### src/rtl/tick_feed_sequencer_if.sv
// Bundle of control, ROM and TLU signals around the tick feed sequencer.
// The master side is the environment (controller, ROM, TLU); the slave side is the sequencer.
interface tick_feed_sequencer_if #(
  parameter int ADDR_WIDTH     = 16,
  parameter int DATA_WIDTH     = 16,
  parameter int INTERVAL_WIDTH = 16
);
  logic                      start;
  logic                      stop;
  logic                      step;
  logic [INTERVAL_WIDTH-1:0] interval;
  logic [ADDR_WIDTH-1:0]     base_addr;
  logic [ADDR_WIDTH-1:0]     end_addr;
  logic                      wrap_en;
  logic [ADDR_WIDTH-1:0]     rom_addr;
  logic [DATA_WIDTH-1:0]     rom_dout;
  logic                      tlu_result_valid;
  logic [DATA_WIDTH-1:0]     tick_data;
  logic                      tick_valid;
  logic                      busy;
  logic                      done;
  logic [31:0]               tick_count;

  modport master (
    output start, stop, step, interval, base_addr, end_addr, wrap_en,
    output rom_dout, tlu_result_valid,
    input  rom_addr, tick_data, tick_valid, busy, done, tick_count
  );

  modport slave (
    input  start, stop, step, interval, base_addr, end_addr, wrap_en,
    input  rom_dout, tlu_result_valid,
    output rom_addr, tick_data, tick_valid, busy, done, tick_count
  );
endinterface

### src/rtl/tick_feed_sequencer.sv
// Scheduler that walks a ROM address range and feeds one-cycle tick pulses to the TLU.
// Optional macro TLU_RESULT_GATE_EN holds off the next fetch until the TLU answers the last tick.
//
// state | meaning
// IDLE  | waiting for start or step
// FETCH | rom_addr stable, waiting ROM_LATENCY cycles
// LATCH | rom_dout valid, register tick and pick next address
// GAP   | idle interval between ticks
module tick_feed_sequencer #(
  parameter int ADDR_WIDTH     = 16,
  parameter int DATA_WIDTH     = 16,
  parameter int INTERVAL_WIDTH = 16,
  parameter int ROM_LATENCY    = 1
) (
  input logic                 clk,
  input logic                 rst,
  tick_feed_sequencer_if.slave bus
);

  localparam int LAT_W = (ROM_LATENCY > 1) ? $clog2(ROM_LATENCY) : 1;

  typedef enum logic [1:0] {
    S_IDLE  = 2'd0,
    S_FETCH = 2'd1,
    S_LATCH = 2'd2,
    S_GAP   = 2'd3
  } state_t;

  state_t                    r_state;
  state_t                    w_next_state;

  logic [INTERVAL_WIDTH-1:0] r_interval;
  logic [ADDR_WIDTH-1:0]     r_base;
  logic [ADDR_WIDTH-1:0]     r_end;
  logic                      r_wrap;
  logic                      r_step_mode;
  logic [ADDR_WIDTH-1:0]     r_rom_addr;
  logic [DATA_WIDTH-1:0]     r_tick_data;
  logic                      r_tick_valid;
  logic                      r_done;
  logic [31:0]               r_tick_count;
  logic [LAT_W-1:0]          r_lat_cnt;
  logic [INTERVAL_WIDTH-1:0] r_gap_cnt;

  logic                      w_stop;
  logic                      w_start_run;
  logic                      w_step_run;
  logic                      w_enter_fetch;
  logic                      w_enter_gap;
  logic                      w_issue;
  logic                      w_advance;
  logic                      w_done;
  logic                      w_outstanding;
  logic                      w_at_end;
  logic [ADDR_WIDTH-1:0]     w_addr_next;
  logic [INTERVAL_WIDTH-1:0] w_gap_load;

  assign w_stop      = bus.stop & (r_state != S_IDLE);
  assign w_at_end    = (r_rom_addr == r_end);
  assign w_addr_next = w_at_end ? r_base : (r_rom_addr + ADDR_WIDTH'(1));
  assign w_gap_load  = (r_interval == '0) ? '0 : (r_interval - INTERVAL_WIDTH'(1));

`ifdef TLU_RESULT_GATE_EN
  logic r_outstanding;

  // A result arriving in the same cycle as the tick retires it immediately.
  assign w_outstanding = (r_outstanding | r_tick_valid) & ~bus.tlu_result_valid;

  always_ff @(posedge clk or posedge rst) begin
    if (rst) begin
      r_outstanding <= 1'b0;
    end else begin
      r_outstanding <= w_stop ? 1'b0 : w_outstanding;
    end
  end
`else
  logic w_unused_result;

  assign w_outstanding   = 1'b0;
  assign w_unused_result = bus.tlu_result_valid;
`endif

  always_comb begin
    w_next_state  = r_state;
    w_start_run   = 1'b0;
    w_step_run    = 1'b0;
    w_enter_fetch = 1'b0;
    w_enter_gap   = 1'b0;
    w_issue       = 1'b0;
    w_advance     = 1'b0;
    w_done        = 1'b0;

    if (w_stop) begin
      w_next_state = S_IDLE;
    end else begin
      case (r_state)
        S_IDLE: begin
          if (bus.start) begin
            w_start_run   = 1'b1;
            w_enter_fetch = 1'b1;
            w_next_state  = S_FETCH;
          end else if (bus.step) begin
            w_step_run    = 1'b1;
            w_enter_fetch = 1'b1;
            w_next_state  = S_FETCH;
          end
        end
        S_FETCH: begin
          if (r_lat_cnt == '0) begin
            w_next_state = S_LATCH;
          end
        end
        S_LATCH: begin
          w_issue = 1'b1;
          if (r_step_mode) begin
            w_advance    = 1'b1;
            w_next_state = S_IDLE;
          end else if (w_at_end && !r_wrap) begin
            w_done       = 1'b1;
            w_next_state = S_IDLE;
          end else begin
            w_advance = 1'b1;
            if (r_interval == '0 && !w_outstanding) begin
              w_enter_fetch = 1'b1;
              w_next_state  = S_FETCH;
            end else begin
              w_enter_gap  = 1'b1;
              w_next_state = S_GAP;
            end
          end
        end
        S_GAP: begin
          if (r_gap_cnt == '0 && !w_outstanding) begin
            w_enter_fetch = 1'b1;
            w_next_state  = S_FETCH;
          end
        end
        default: begin
          w_next_state = S_IDLE;
        end
      endcase
    end
  end

  always_ff @(posedge clk or posedge rst) begin
    if (rst) begin
      r_state <= S_IDLE;
    end else begin
      r_state <= w_next_state;
    end
  end

  always_ff @(posedge clk or posedge rst) begin
    if (rst) begin
      r_interval   <= '0;
      r_base       <= '0;
      r_end        <= '0;
      r_wrap       <= 1'b0;
      r_step_mode  <= 1'b0;
      r_rom_addr   <= '0;
      r_tick_data  <= '0;
      r_tick_valid <= 1'b0;
      r_done       <= 1'b0;
      r_tick_count <= '0;
      r_lat_cnt    <= '0;
      r_gap_cnt    <= '0;
    end else begin
      r_tick_valid <= w_issue;
      r_done       <= w_done;

      if (w_start_run) begin
        r_interval   <= bus.interval;
        r_base       <= bus.base_addr;
        r_end        <= bus.end_addr;
        r_wrap       <= bus.wrap_en;
        r_rom_addr   <= bus.base_addr;
        r_tick_count <= '0;
        r_step_mode  <= 1'b0;
      end else if (w_step_run) begin
        r_step_mode <= 1'b1;
      end

      if (w_enter_fetch) begin
        r_lat_cnt <= LAT_W'(ROM_LATENCY - 1);
      end else if (r_state == S_FETCH && r_lat_cnt != '0) begin
        r_lat_cnt <= r_lat_cnt - LAT_W'(1);
      end

      if (w_enter_gap) begin
        r_gap_cnt <= w_gap_load;
      end else if (r_state == S_GAP && r_gap_cnt != '0) begin
        r_gap_cnt <= r_gap_cnt - INTERVAL_WIDTH'(1);
      end

      if (w_issue) begin
        r_tick_data <= bus.rom_dout;
        if (r_tick_count != 32'hFFFF_FFFF) begin
          r_tick_count <= r_tick_count + 32'd1;
        end
      end

      if (w_advance) begin
        r_rom_addr <= w_addr_next;
      end
    end
  end

  assign bus.rom_addr   = r_rom_addr;
  assign bus.tick_data  = r_tick_data;
  assign bus.tick_valid = r_tick_valid;
  assign bus.busy       = (r_state != S_IDLE);
  assign bus.done       = r_done;
  assign bus.tick_count = r_tick_count;

endmodule
### src/flat_wrapper.sv
// flat-port wrapper written by rule: the top's interface ports become plain ports
module tick_feed_sequencer_flat 
#(
  parameter int ADDR_WIDTH     = 16,
  parameter int DATA_WIDTH     = 16,
  parameter int INTERVAL_WIDTH = 16,
  parameter int ROM_LATENCY    = 1
)
  (clk, rst, bus_start, bus_stop, bus_step, bus_interval, bus_base_addr, bus_end_addr, bus_wrap_en, bus_rom_dout, bus_tlu_result_valid, bus_rom_addr, bus_tick_data, bus_tick_valid, bus_busy, bus_done, bus_tick_count);
  tick_feed_sequencer_if #(.ADDR_WIDTH(ADDR_WIDTH), .DATA_WIDTH(DATA_WIDTH), .INTERVAL_WIDTH(INTERVAL_WIDTH)) bus_i ();
  input logic clk;
  input logic rst;
  input wire logic [$bits(bus_i.start)-1:0] bus_start;
  input wire logic [$bits(bus_i.stop)-1:0] bus_stop;
  input wire logic [$bits(bus_i.step)-1:0] bus_step;
  input wire logic [$bits(bus_i.interval)-1:0] bus_interval;
  input wire logic [$bits(bus_i.base_addr)-1:0] bus_base_addr;
  input wire logic [$bits(bus_i.end_addr)-1:0] bus_end_addr;
  input wire logic [$bits(bus_i.wrap_en)-1:0] bus_wrap_en;
  input wire logic [$bits(bus_i.rom_dout)-1:0] bus_rom_dout;
  input wire logic [$bits(bus_i.tlu_result_valid)-1:0] bus_tlu_result_valid;
  output wire logic [$bits(bus_i.rom_addr)-1:0] bus_rom_addr;
  output wire logic [$bits(bus_i.tick_data)-1:0] bus_tick_data;
  output wire logic [$bits(bus_i.tick_valid)-1:0] bus_tick_valid;
  output wire logic [$bits(bus_i.busy)-1:0] bus_busy;
  output wire logic [$bits(bus_i.done)-1:0] bus_done;
  output wire logic [$bits(bus_i.tick_count)-1:0] bus_tick_count;
  assign bus_i.start = bus_start;
  assign bus_i.stop = bus_stop;
  assign bus_i.step = bus_step;
  assign bus_i.interval = bus_interval;
  assign bus_i.base_addr = bus_base_addr;
  assign bus_i.end_addr = bus_end_addr;
  assign bus_i.wrap_en = bus_wrap_en;
  assign bus_i.rom_dout = bus_rom_dout;
  assign bus_i.tlu_result_valid = bus_tlu_result_valid;
  assign bus_rom_addr = bus_i.rom_addr;
  assign bus_tick_data = bus_i.tick_data;
  assign bus_tick_valid = bus_i.tick_valid;
  assign bus_busy = bus_i.busy;
  assign bus_done = bus_i.done;
  assign bus_tick_count = bus_i.tick_count;
  tick_feed_sequencer #(.ADDR_WIDTH(ADDR_WIDTH), .DATA_WIDTH(DATA_WIDTH), .INTERVAL_WIDTH(INTERVAL_WIDTH), .ROM_LATENCY(ROM_LATENCY)) u_core (.clk(clk), .rst(rst), .bus(bus_i));
endmodule
### config.mk
export PLATFORM = sky130hd
export DESIGN_NAME = tick_feed_sequencer_flat
export DESIGN_NICKNAME = d
export VERILOG_FILES = /design/src/rtl/tick_feed_sequencer_if.sv /design/src/rtl/tick_feed_sequencer.sv /design/src/flat_wrapper.sv
export SDC_FILE = /design/constraint.sdc
export NUM_CORES = 1
export LEC_CHECK = 0
export CORE_ASPECT_RATIO = 1.5
export CORE_MARGIN = 2
export CORE_UTILIZATION = 40
export DETAILED_ROUTE_END_ITERATION = 8
export SYNTH_ARGS = -nofsm -noshare
export SYNTH_HDL_FRONTEND = slang
export SYNTH_SLANG_ARGS = --single-unit
### constraint.sdc
create_clock -name clk -period 6.1 [get_ports clk]
set_input_delay 1.22 -clock clk [delete_from_list [all_inputs] [get_ports clk]]
set_output_delay 1.22 -clock clk [all_outputs]
set_load 0.02 [all_outputs]
Word-level counts from Yosys, hierarchy flattened. Cells that the tools add are included.

Flip-flop bits (word level): 135. Bits in latches: 0. RAM bits: 0. ROM bits: 0. Input port bits: 71. Output and inout bits: 67. Logic and storage cells: 92. Memories: 0.

Add/sub/neg operators: 5. $mul: 0. Div/mod/pow operators: 0. $lt $le $gt $ge: 0. Eq/ne operators: 8. Shifts and indexed selects: 0. Multiplexer cells: 51. Bitwise logic cells: 1. Reduce and logical (&&, ||, !) cells: 14.

Operators with widths (count): two-way mux 16 bit (6); two-way mux 32 bit (3); adder 32 x 1 -> 32 bit, second input constant (1); zero test 16 bit (2); two-way mux 1 bit (32); inequality test 32 bit, second input constant (1); subtractor 16 x 1 -> 16 bit, second input constant (2); adder 16 x 1 -> 16 bit, second input constant (1); == test 16 bit (1); two-way mux 2 bit (8); nonzero test 16 bit (1); nonzero test 2 bit (5); one-hot mux 2 bit (4 select lines) (1); == test 2 bit, second input constant (2); inequality test 4 x 3 -> 1 bit, second input constant (1); logical AND 1 bit (3); inequality test 3 x 1 -> 1 bit, second input constant (1); inequality test 3 bit, second input constant (1); one-hot mux 1 bit (3 select lines) (1); AND reduction 3 bit (1); == test 2 x 1 -> 1 bit, second input constant (1); zero test 2 bit (1); AND 1 bit (1); zero test 1 bit (1); subtractor 1 bit, second input constant (1).

Longest topological paths before layout.
Depth in word-level cells: 7. Depth in mapped cells: 10. Mapped depth without buffers: 8.

Worst setup path after synthesis. OpenSTA, ideal clock, no wires.

Kind: input-to-reg. From: in bus_start. To: reg u_core.r_tick_count[4] (netlist: u_core.bus.tick_count[4]). Setup time: 0.121 ns. Data arrival time: 2.329 ns. Data required time: 5.979 ns. Slack: 3.650 ns. Stages: 6. Buffers on the path: 2. Path through: and2_1 clkbuf_1 nor3_1 a32o_1 buf_2 a22o_1.

Word-level cells in the longest chain between the ends: 6.

RTL lines: start, declared (RTL line flat_wrapper.sv:13) `input wire logic [$bits(bus_i.start)-1:0] bus_start;`; two-way mux 1 bit * (RTL line tick_feed_sequencer.sv:98) `if (bus.start) begin`; two-way mux 1 bit * (RTL line tick_feed_sequencer.sv:96) `case (r_state)`; two-way mux 1 bit * (RTL line tick_feed_sequencer.sv:93) `if (w_stop) begin`; two-way mux 32 bit * (RTL line tick_feed_sequencer.sv:171) `if (w_start_run) begin`; two-way mux 32 bit (RTL line tick_feed_sequencer.sv:197) `if (r_tick_count != 32'hFFFF_FFFF) begin`; two-way mux 32 bit * (RTL line tick_feed_sequencer.sv:195) `if (w_issue) begin`; end signal, assigned (RTL line tick_feed_sequencer.sv:198) `r_tick_count <= r_tick_count + 32'd1;`; end, declared (RTL line tick_feed_sequencer.sv:41) `logic [31:0] r_tick_count;`.

Every way passes the cells marked *; elsewhere a longest branch is shown, timed or not. A chain may end at the register's enable or synchronous reset.

Final worst setup path.
From: reg u_core.r_rom_addr[11] (netlist: u_core.bus.rom_addr[11]). To: reg u_core.r_rom_addr[0] (netlist: u_core.bus.rom_addr[0]).

Word-level cells in the longest chain between the ends: 7. Elaborated cells between the ends (all ways): 9. Classes of those cells: eq/ne (1); mux (6); reduce/logical (2).

RTL lines: start, declared (RTL line tick_feed_sequencer.sv:37) `logic [ADDR_WIDTH-1:0] r_rom_addr;`; start signal, assigned (RTL line tick_feed_sequencer.sv:176) `r_rom_addr <= bus.base_addr;`; start signal, assigned (RTL line tick_feed_sequencer.sv:203) `r_rom_addr <= w_addr_next;`; == test 16 bit * (RTL line tick_feed_sequencer.sv:59) `assign w_at_end = (r_rom_addr == r_end);`; logical AND 1 bit (RTL line tick_feed_sequencer.sv:118) `end else if (w_at_end && !r_wrap) begin`; two-way mux 1 bit (RTL line tick_feed_sequencer.sv:118); two-way mux 1 bit (RTL line tick_feed_sequencer.sv:115) `if (r_step_mode) begin`; two-way mux 1 bit (RTL line tick_feed_sequencer.sv:96); two-way mux 1 bit (RTL line tick_feed_sequencer.sv:93); two-way mux 16 bit or nonzero test 2 bit (tied branches).

Marked as above.

==> metrics.log <==
INFO  metric run_status = completed
INFO  metric dpl_cell_area = 8800 um2
INFO  metric die_height = 169 um
INFO  metric wl_per_cell = 16.1 um
INFO  metric cts.hold.buffers_added = 0
INFO  metric vias_per_inst = 5.20
INFO  metric grt_start_max_net_pins = 101
INFO  metric crit_path_end_kind = register
INFO  metric total_drc_errors_in_the_routed_layout = 0
INFO  metric report.power.total = 4.31 mW
INFO  metric whs = 0.471 ns
INFO  metric instances_no_fill = 1150
INFO  metric worst_setup_sp_type = register
INFO  metric groute.usage.overall = 0.199
INFO  metric worst-r2r-setup-slack = 2.83 ns
INFO  metric final_nets = 1003
INFO  metric grt_util_met1 = 0.253
INFO  metric timing.max_cap.violations = 0
INFO  metric place.detailed.instances = 1118
INFO  metric slew_headroom = 0.245
INFO  metric die_w = 114 um
INFO  metric asyncSetResetFlopFracSynth = 1.00
INFO  metric worst-endpoint-arrival = 3.53 ns
INFO  metric final_period_minus_worst_setup_slack = 3.27 ns
INFO  metric slew_at_the_pin_closest_to_its_max_slew_limit = 1.13 ns
INFO  metric final.setup_skew = 0.0121 ns
INFO  metric layout_commonest_cell = sky130_fd_sc_hd__nand2_1
INFO  metric met3_usage = 0.0461
INFO  metric htree_levels = 4
INFO  metric maximum_net_fanout_on_the_critical_path = 16
INFO  metric yosys_register_bits = 135
INFO  metric starting_density_of_the_core = 0.408
INFO  metric yosys_most_used_dff = sky130_fd_sc_hd__dfrtp_1
INFO  metric synth.cell_area = 7290 um2
INFO  metric dr.first_iter.drc_count = 287
INFO  metric worstSetupPathType = reg -> reg
INFO  metric die_area = 19300 um2
INFO  metric post-route-worst-setup-slack = 2.83 ns
INFO  metric drt_pass1_iterations = 5
INFO  metric met2_usage = 0.330
INFO  metric synthesis.nets = 882
INFO  metric drive_gt1_frac = 0.0632
INFO  metric hold_viol_final = 0
INFO  metric post_cts_buffers = 0
INFO  metric grt.busiest_layer = met2
INFO  metric route.vias.total = 5985
INFO  metric crit_chain = xor2_1 > nor4_1 > nand4_1 > buf_4 > o31a_1 > mux2i_1
INFO  metric cp_top_family = simple AND/OR/NAND/NOR gates
INFO  metric postRouteAntennaNets = 0
INFO  metric min-delay-path-class = reg -> reg
INFO  metric clkSinkCount = 135
INFO  metric antenna_found_initial = 0
INFO  metric num_antenna_cells = 0
INFO  metric grt.overflow.total = 0
INFO  metric std_cell_rows = 60
INFO  metric cts_made_buffers = 17
INFO  metric final.setup.tns = 0 ns
INFO  metric fin_util = 0.526
INFO  metric clkLatencyLatePin = 0.43 ns
INFO  metric placement.setup.worst_slack = 2.63 ns
INFO  metric mostFrequentLayoutCells = 224 x sky130_fd_sc_hd__nand2_1, 136 x sky130_fd_sc_hd__clkdlybuf4s50_1, 135 x sky130_fd_sc_hd__dfrtp_1
INFO  metric timing.final.setup_violations = 0
INFO  metric cts.reportedPaths.clkPinSlew = 0.06 ns
INFO  metric port-buffer-count = 136
INFO  metric first_global_vias = 5934
INFO  metric area_growth = 29.0%
INFO  metric tritoncts_clock_tree = built
INFO  metric drv_slew = 0
INFO  metric gp_congestion = 0.816
INFO  metric timing.critical_path.slowest_stage_cell = sky130_fd_sc_hd__nand4_1
INFO  metric lkg_pwr = 4.27 nW
INFO  metric boundaryPins = 138
INFO  metric fin_area = 9400 um2
INFO  metric synth_sequential_area_ratio = 0.463
INFO  metric worstPathRequired = 6.36 ns
INFO  metric core_region_area = 17900 um2
INFO  metric timing.final.crit_share = 0.535
INFO  metric synth_edf_count = 0
INFO  metric power_per_cell_area = 458 nW/um2
INFO  metric syn_area_per_cell = 9.12 um2
INFO  metric grt_first_pass_wirelength = 30.4 mm
INFO  metric dp.final_hpwl = 12.5 mm
INFO  metric critPathMaxStageDelay = 0.69 ns
INFO  metric grt_setup_unrepaired = false
INFO  metric synth_cells = 799
INFO  metric routed_wirelength = 18.5 mm
INFO  metric power.ir.vdd_worst = 0.196 mV
INFO  metric clock_tree.buffer_depth = 2
INFO  metric post_cts.resized_instances = 0
INFO  metric netlist-cell-type-count = 62
INFO  metric fmaxAchievable = 306 MHz
INFO  metric clock_tree.root_cell = sky130_fd_sc_hd__clkbuf_16
INFO  metric path_buf_inv = 1
INFO  metric synth.yosys.warnings = 0
[worst reg2reg max path: cells and delay by family, from the launching register on]
family          cells  cell delay (ns)
compound gates      1             0.62
mux                 1             0.24
xor+xnor            1             0.19
simple gates        2             1.12
buf+inv             1             0.47
flops               1             0.46
[sequential cells by signal (all words and copies together) (netlist names), 2 cells and up]
signal / cells
u_core.bus.tick_count: 32
u_core.r_gap_cnt: 16
u_core.bus.rom_addr: 16
u_core.r_end: 16
u_core.r_base: 16
u_core.r_interval: 16
u_core.bus.tick_data: 16
u_core.r_state: 2
[synthesized netlist by cell type, types with 4 or more instances]
library cell / n / area (um2)
sky130_fd_sc_hd__o211ai_1: 4 / 30.0
sky130_fd_sc_hd__nand2_1: 225 / 845
sky130_fd_sc_hd__nor4_1: 12 / 75.1
sky130_fd_sc_hd__a21oi_1: 19 / 95.1
sky130_fd_sc_hd__and4_1: 4 / 35.0
sky130_fd_sc_hd__ha_1: 12 / 150
sky130_fd_sc_hd__xnor2_1: 23 / 201
sky130_fd_sc_hd__dfrtp_1: 135 / 3380
sky130_fd_sc_hd__mux2i_1: 52 / 521
sky130_fd_sc_hd__buf_2: 10 / 50.1
sky130_fd_sc_hd__nand2b_1: 5 / 31.3
sky130_fd_sc_hd__nand3_1: 30 / 150
sky130_fd_sc_hd__o31a_1: 6 / 52.6
sky130_fd_sc_hd__o21ai_1: 8 / 40.0
sky130_fd_sc_hd__a31oi_1: 15 / 93.8
sky130_fd_sc_hd__o21ai_0: 19 / 95.1
sky130_fd_sc_hd__and3_1: 7 / 43.8
sky130_fd_sc_hd__a21boi_0: 16 / 120
sky130_fd_sc_hd__nor3_1: 19 / 95.1
sky130_fd_sc_hd__xor2_1: 33 / 289
sky130_fd_sc_hd__inv_1: 24 / 90.1
sky130_fd_sc_hd__nor2_1: 19 / 71.3
sky130_fd_sc_hd__or3_1: 8 / 50.1
sky130_fd_sc_hd__nand4_1: 14 / 87.6
sky130_fd_sc_hd__clkbuf_1: 24 / 90.1
[area by class of cell]
cell class / count / area [um2]
sequential: 135 / 3380
timing repair buffer: 144 / 1420
clock inverter: 13 / 146
multi-input combinational: 598 / 3640
clock buffer: 19 / 453
inverter: 24 / 95.1
fill: 1704 / 8460
tap: 217 / 272
[kinds of logic (layout without fill, tap and decap cells)]
family,count (synthesis),count (layout),share of synthesized area
AND/OR/NAND/NOR,368,368,0.238
flip-flops,135,135,0.463
AO/OA/AOI/OAI,108,108,0.0968
buffers and inverters,66,200,0.0393
XOR/XNOR,56,56,0.0673
multiplexers,54,54,0.0745
adder cells (fa/ha/maj),12,12,0.0206
[path summary, 6_finish.rpt]
kind / start / endpoint / cells past startpoint
hold / removal: u_core.bus.tick_data[7]$_DFFE_PP0P_ / u_core.bus.tick_data[7]$_DFFE_PP0P_ / 2
setup reg to reg: u_core.bus.rom_addr[11]$_DFFE_PP0P_ / u_core.bus.rom_addr[0]$_DFFE_PP0P_ / 6
setup / recovery: u_core.bus.rom_addr[11]$_DFFE_PP0P_ / u_core.bus.rom_addr[0]$_DFFE_PP0P_ / 6
hold reg to reg: u_core.bus.tick_data[7]$_DFFE_PP0P_ / u_core.bus.tick_data[7]$_DFFE_PP0P_ / 2
min in group asynchronous: rst / u_core.r_interval[4]$_DFFE_PP0P_ / 2
max in group asynchronous: rst / u_core.bus.rom_addr[8]$_DFFE_PP0P_ / 3
[power by group]
part | total [mW] | switching (mW) | internal (mW)
clock | 1.04 | 0.414 | 0.627
sequential | 1.60 | 0.364 | 1.24
combinational | 1.67 | 0.927 | 0.739
total | 4.31 | 1.71 | 2.60
[routing by layer]
| layer | up-vias | wire length [um] | share of wire |
|---|---|---|---|
| met5 | - | 0 | 0 |
| met4 | 0 | 275 | 0.015 |
| met3 | 19 | 888 | 0.048 |
| met2 | 126 | 9220 | 0.50 |
| met1 | 2855 | 8090 | 0.44 |
| li1 | 2985 | - | - |
Power figures use the tool's default switching activity.
